**config.mk**
```make
export PLATFORM = sky130hd
export DESIGN_NAME = ro_trng
export DESIGN_NICKNAME = d
export VERILOG_FILES = /design/src/rtl/ro_pkg.sv /design/src/rtl/ro_trng_ring.sv /design/src/rtl/ro_trng.sv
export SDC_FILE = /design/constraint.sdc
export NUM_CORES = 1
export LEC_CHECK = 0
export BUFFER_PORTS_ARGS = -buffer_cell sky130_fd_sc_hd__buf_2
export CAP_MARGIN = 30
export CORE_MARGIN = 3
export CORE_UTILIZATION = 36
export CTS_CLUSTER_DIAMETER = 40
export DETAILED_ROUTE_END_ITERATION = 12
export PLACE_DENSITY = 0.56
export SLEW_MARGIN = 30
export SYNTH_ARGS = -nofsm -noshare
export SYNTH_HDL_FRONTEND = slang
export SYNTH_HIERARCHICAL = 1
export SYNTH_SLANG_ARGS = --single-unit
```
**constraint.sdc**
```tcl
create_clock -name clk -period 5.3 [get_ports clk]
set_input_delay 0.53 -clock clk [delete_from_list [all_inputs] [get_ports clk]]
set_output_delay 0.53 -clock clk [all_outputs]
set_load 0.05 [all_outputs]
```
**src/rtl/ro_pkg.sv**
```systemverilog
// Shared definitions for the ring-oscillator TRNG.
//   pair_e   : von Neumann pair-collection state
//   ring_len : delay-LUT count of ring idx, distinct per ring so the rings never lock in phase
package ro_pkg;

  typedef enum logic {
    PAIR_EMPTY = 1'b0,
    PAIR_HALF  = 1'b1
  } pair_e;

  function automatic int unsigned ring_len(input int unsigned base, input int unsigned idx);
    return base + 2 * idx;
  endfunction

endpackage

```
**src/rtl/ro_trng_ring.sv**
```systemverilog
// Free-running ring oscillator: one inverter closing a chain of LENGTH buffer stages.
//   osc : raw oscillator output, asynchronous to every clock
module ro_trng_ring #(
  parameter int unsigned LENGTH = 7
) (
  output logic osc
);

  // Every stage kept so synthesis cannot collapse the chain into a single inverter.
  (* keep *) logic [LENGTH:0] node;

  assign node[0] = ~node[LENGTH];

  for (genvar i = 0; i < LENGTH; i++) begin : g_stage
    assign node[i+1] = node[i];
  end

  assign osc = node[0];

endmodule

```
**src/rtl/ro_trng.sv**
```systemverilog
// Multi-ring-oscillator TRNG: synchronise the rings, XOR-combine at each sample tick,
// optionally von Neumann debias, pack into words and present them on a valid/ready stream.
//   clk, rst_n  : clock, asynchronous active-low reset
//   enable      : run sampling; low clears the pipeline but keeps the output word
//   ext_src     : substitute ring outputs (USE_EXT_SRC=1 only)
//   data_out    : random word, stable while valid && !ready
//   valid       : data_out holds an unconsumed word
//   ready       : consumer takes the word on valid && ready
//   health_fail : sticky repetition-count alarm
module ro_trng
  import ro_pkg::*;
#(
  parameter int unsigned NUM_RINGS   = 4,
  parameter int unsigned DELAY_LUTS  = 7,
  parameter int unsigned WORD_WIDTH  = 8,
  parameter int unsigned SAMPLE_DIV  = 16,
  parameter bit          DEBIAS      = 1'b1,
  parameter int unsigned REP_LIMIT   = 32,
  parameter bit          USE_EXT_SRC = 1'b0
) (
  input  logic                  clk,
  input  logic                  rst_n,
  input  logic                  enable,
  input  logic [NUM_RINGS-1:0]  ext_src,
  output logic [WORD_WIDTH-1:0] data_out,
  output logic                  valid,
  input  logic                  ready,
  output logic                  health_fail
);

  localparam int unsigned W     = WORD_WIDTH;
  localparam int unsigned DIV_W = $clog2(SAMPLE_DIV);
  localparam int unsigned CNT_W = $clog2(W + 1);
  localparam int unsigned REP_W = $clog2(REP_LIMIT + 1);

  // Entropy source: the ring bank, or the bench-driven substitute.
  logic [NUM_RINGS-1:0] ring_bits;

  generate
    if (USE_EXT_SRC) begin : g_ext
      assign ring_bits = ext_src;
    end else begin : g_rings
      logic unused_ext;
      assign unused_ext = ^ext_src;
      for (genvar i = 0; i < NUM_RINGS; i++) begin : g_ring
        (* keep *) ro_trng_ring #(
          .LENGTH(ring_len(DELAY_LUTS, i))
        ) u_ring (
          .osc(ring_bits[i])
        );
      end
    end
  endgenerate

  // Two-flop synchronisers, running regardless of enable.
  logic [NUM_RINGS-1:0] sync1, sync2;

  always_ff @(posedge clk or negedge rst_n) begin
    if (!rst_n) begin
      sync1 <= '0;
      sync2 <= '0;
    end else begin
      sync1 <= ring_bits;
      sync2 <= sync1;
    end
  end

  // Sample tick on the wrap of the divider.
  logic [DIV_W-1:0] div_cnt;
  logic             tick_c;
  logic             raw_c;

  assign tick_c = enable && (div_cnt == DIV_W'(SAMPLE_DIV - 1));
  assign raw_c  = ^sync2;

  always_ff @(posedge clk or negedge rst_n) begin
    if (!rst_n) begin
      div_cnt <= '0;
    end else if (!enable || tick_c) begin
      div_cnt <= '0;
    end else begin
      div_cnt <= div_cnt + DIV_W'(1);
    end
  end

  // Repetition-count health test; the tripping bit itself is never emitted.
  logic [REP_W-1:0] rep_cnt, rep_next_c;
  logic             last_raw;
  logic             trip_c, fail_c;

  always_comb begin
    rep_next_c = rep_cnt;
    if (tick_c) begin
      if (rep_cnt == '0 || raw_c != last_raw) begin
        rep_next_c = REP_W'(1);
      end else if (rep_cnt != REP_W'(REP_LIMIT)) begin
        rep_next_c = rep_cnt + REP_W'(1);
      end
    end
  end

  assign trip_c = tick_c && (rep_next_c == REP_W'(REP_LIMIT));
  assign fail_c = health_fail || trip_c;

  always_ff @(posedge clk or negedge rst_n) begin
    if (!rst_n) begin
      rep_cnt     <= '0;
      last_raw    <= 1'b0;
      health_fail <= 1'b0;
    end else if (!enable) begin
      rep_cnt     <= '0;
      last_raw    <= 1'b0;
      health_fail <= 1'b0;
    end else begin
      rep_cnt <= rep_next_c;
      if (tick_c) begin
        last_raw <= raw_c;
      end
      if (trip_c) begin
        health_fail <= 1'b1;
      end
    end
  end

  // Von Neumann pair FSM: state register.
  pair_e pair_state, pair_next_c;
  logic  pair_bit;
  logic  emit_c, emit_bit_c;

  always_ff @(posedge clk or negedge rst_n) begin
    if (!rst_n) begin
      pair_state <= PAIR_EMPTY;
    end else begin
      pair_state <= pair_next_c;
    end
  end

  // First bit of the current pair.
  always_ff @(posedge clk or negedge rst_n) begin
    if (!rst_n) begin
      pair_bit <= 1'b0;
    end else if (tick_c && pair_state == PAIR_EMPTY) begin
      pair_bit <= raw_c;
    end
  end

  // Von Neumann pair FSM: next state and emitted bit.
  always_comb begin
    pair_next_c = pair_state;
    emit_c      = 1'b0;
    emit_bit_c  = raw_c;
    if (!enable || fail_c) begin
      pair_next_c = PAIR_EMPTY;
    end else if (tick_c) begin
      if (!DEBIAS) begin
        emit_c = 1'b1;
      end else begin
        case (pair_state)
          PAIR_EMPTY: pair_next_c = PAIR_HALF;
          PAIR_HALF: begin
            pair_next_c = PAIR_EMPTY;
            emit_c      = (raw_c != pair_bit);
            emit_bit_c  = pair_bit;
          end
          default: pair_next_c = PAIR_EMPTY;
        endcase
      end
    end
  end

  // Word packing and output register. A full accumulator waits for a free output;
  // bits emitted while it waits are dropped.
  logic [W-1:0]     acc;
  logic [CNT_W-1:0] bit_cnt;
  logic             full_c, free_c;
  logic [W-1:0]     shifted_c;

  assign full_c    = (bit_cnt == CNT_W'(W));
  assign free_c    = !valid || ready;
  assign shifted_c = W'({acc, emit_bit_c});

  always_ff @(posedge clk or negedge rst_n) begin
    if (!rst_n) begin
      acc      <= '0;
      bit_cnt  <= '0;
      data_out <= '0;
      valid    <= 1'b0;
    end else begin
      if (valid && ready) begin
        valid <= 1'b0;
      end
      if (!enable || fail_c) begin
        acc     <= '0;
        bit_cnt <= '0;
      end else if (full_c) begin
        if (free_c) begin
          data_out <= acc;
          valid    <= 1'b1;
          acc      <= emit_c ? W'(emit_bit_c) : '0;
          bit_cnt  <= emit_c ? CNT_W'(1) : '0;
        end
      end else if (emit_c) begin
        if (bit_cnt == CNT_W'(W - 1) && free_c) begin
          data_out <= shifted_c;
          valid    <= 1'b1;
          acc      <= '0;
          bit_cnt  <= '0;
        end else begin
          acc     <= shifted_c;
          bit_cnt <= bit_cnt + CNT_W'(1);
        end
      end
    end
  end

endmodule

```
==> results.json <==
{
  "clk_path_buf_depth": 2,
  "setup_ws_ns": 2.80,
  "coreArea_um2": 6030,
  "dpl_worst_slack_ns": 2.70,
  "grt.met3_usage_pct": 2.88,
  "max_freq_ghz": 0.401,
  "setup_viol": 0,
  "drc": 0,
  "die_area_um2": 7320,
  "diodes": 0,
  "num_vias": 1443,
  "numCtsBuffers": 5,
  "overflow": 0,
  "end_kind": "register",
  "grt_use_met1_pct": 16.8,
  "critPathRequiredTime_ns": 5.48,
  "postSynthCellCount": 203,
  "syn_area_um2": 2280,
  "design.final.nets": 223,
  "finalCriticalPeriod_ns": 2.50,
  "postCtsSetupBuffers": 0,
  "grt_busiest_layer": "met2",
  "period_share_pct": 47.1,
  "slew_headroom_pct": 54.4,
  "rsz0062_at_grt": "no",
  "worstPathArrival_ns": 2.68,
  "grt_pass1_vias": 1438,
  "portBuffers": 13,
  "start_kind": "register",
  "slew_violations": 0,
  "met2_usage_pct": 17.4,
  "clkLatencyLatePin_ns": 0.30,
  "die_w_um": 85.5,
  "p_leak_nw": 1.14,
  "setup_tns_ns": 0,
  "syn_area_per_cell_um2": 11.2,
  "synth_nets": 216,
  "hpwl_um": 2510,
  "htree_num_levels": 2,
  "antenna_found_initial": 0,
  "power_density_nw_per_um2": 246,
  "first_pass_iters": 4,
  "wl_per_cell_um": 13.5,
  "ir_drop_mv": 0.177,
  "drive_gt1_share_pct": 22.7,
  "cts_root_buf": "clkbuf_8",
  "io_pins": 18,
  "cap_violations": 0,
  "cts_sinks": 43,
  "die_height_um": 85.5,
  "start_util_pct": 37.8,
  "skew_ns": 0.00926,
  "layout_commonest_cell": "dfrtp_1",
  "status": "finished clean",
  "cp_max_fo": 15,
  "hp-class": "input port to async pin",
  "gr-usage-all-layers_pct": 11.8,
  "holdBufCountCts": 0,
  "vias_per_cell": 5.05,
  "postCtsResizedCells": 0,
  "cts_tree": "done",
  "place.gp.congestion": 0.776,
  "drt_wl_total_um": 3870,
  "grt_max_degree": 44,
  "ant_nets": 0,
  "finalHoldViolCount": 0,
  "criticalPathCategory": "register to register",
  "layout_common_cells": "43 x dfrtp_1, 19 x nor2_1, 12 x buf_2, 11 x nand2_1",
  "drt_iter0_drc": 68,
  "area_growth_pct": 7.91,
  "synth-warning-count": 14,
  "fillers": 595,
  "clkSlewWorstSetupHoldPaths_ns": 0.09,
  "placementRows": 28,
  "tightestPinTransition_ns": 0.682,
  "grt_pass1_wl_um": 6910
}
==> path summary, 6_finish.rpt <==
kind	endpoint	slack [ns]	cells after the start	startpoint
setup / recovery	data_out[7]	2.80	8	rep_cnt[0]
hold / removal	rep_cnt[0]	0.20	1	rst_n
setup reg to reg	data_out[7]	2.80	8	rep_cnt[0]
hold reg to reg	sync2[1]	0.35	0	sync1[1]
max in group asynchronous	div_cnt[3]	4.71	1	rst_n
min in group clk	sync2[1]	0.35	0	sync1[1]
==> area by class of cell <==
class	count	area [um^2]	area share, %
Multi-Input combinational cell	141	1090	44.5
Sequential cell	43	1080	43.8
Clock buffer	7	96.3	3.92
Tap cell	75	93.8	3.82
Timing Repair Buffer	13	67.6	2.75
Inverter	6	22.5	0.916
Clock inverter	1	7.51	0.305
==> power breakdown <==
part / switching [W] / total [W] / internal (W)
clock: 0.000114 / 0.000233 / 0.000119
sequential: 0.00000288 / 0.000336 / 0.000333
combinational: 0.0000224 / 0.0000353 / 0.0000129
==> registers in the layout, indices dropped and copies added (netlist names) <==
register,count
sync2,4
sync1,4
valid,1
pair_bit,1
bit_cnt,4
last_raw,1
health_fail,1
rep_cnt,6
acc,8
pair_state,1
data_out,8
div_cnt,4
==> worst max-delay path, cell delays in order, from the launching register on <==
cell	delay, ns
dfrtp_1	0.41
inv_1	0.11
ha_1	0.33
nand3b_1	0.17
a311oi_1	0.30
a211oi_2	0.12
o21ai_4	0.48
nor2_8	0.14
mux2_4	0.32
==> stage by stage <==
step | hold WS (ns) | util, % | instances | total power (W) | area [um^2]
finish | 0.203 | 40.8 | 286 | 0.000604 | 2460
global route | 0.241 | 40.8 | 286 | 0.000633 | 2460
CTS | 0.236 | 40.8 | 286 | 0.000614 | 2460
detailed placement | 0.335 | 39.1 | 278 | 0.000379 | 2350
global placement | 0.333 | 39.0 | 278 | 0.000378 | 2350
floorplan | 0.234 | - | 203 | 0.000367 | 2280
==> layer usage <==
metal / vias up / wire length, um
li1: 725 / -
met3: 6 / 103
met1: 697 / 2000
met2: 15 / 1700
met5: - / 0
met4: 0 / 68
Note: power is estimated with default switching activity, not from simulation.
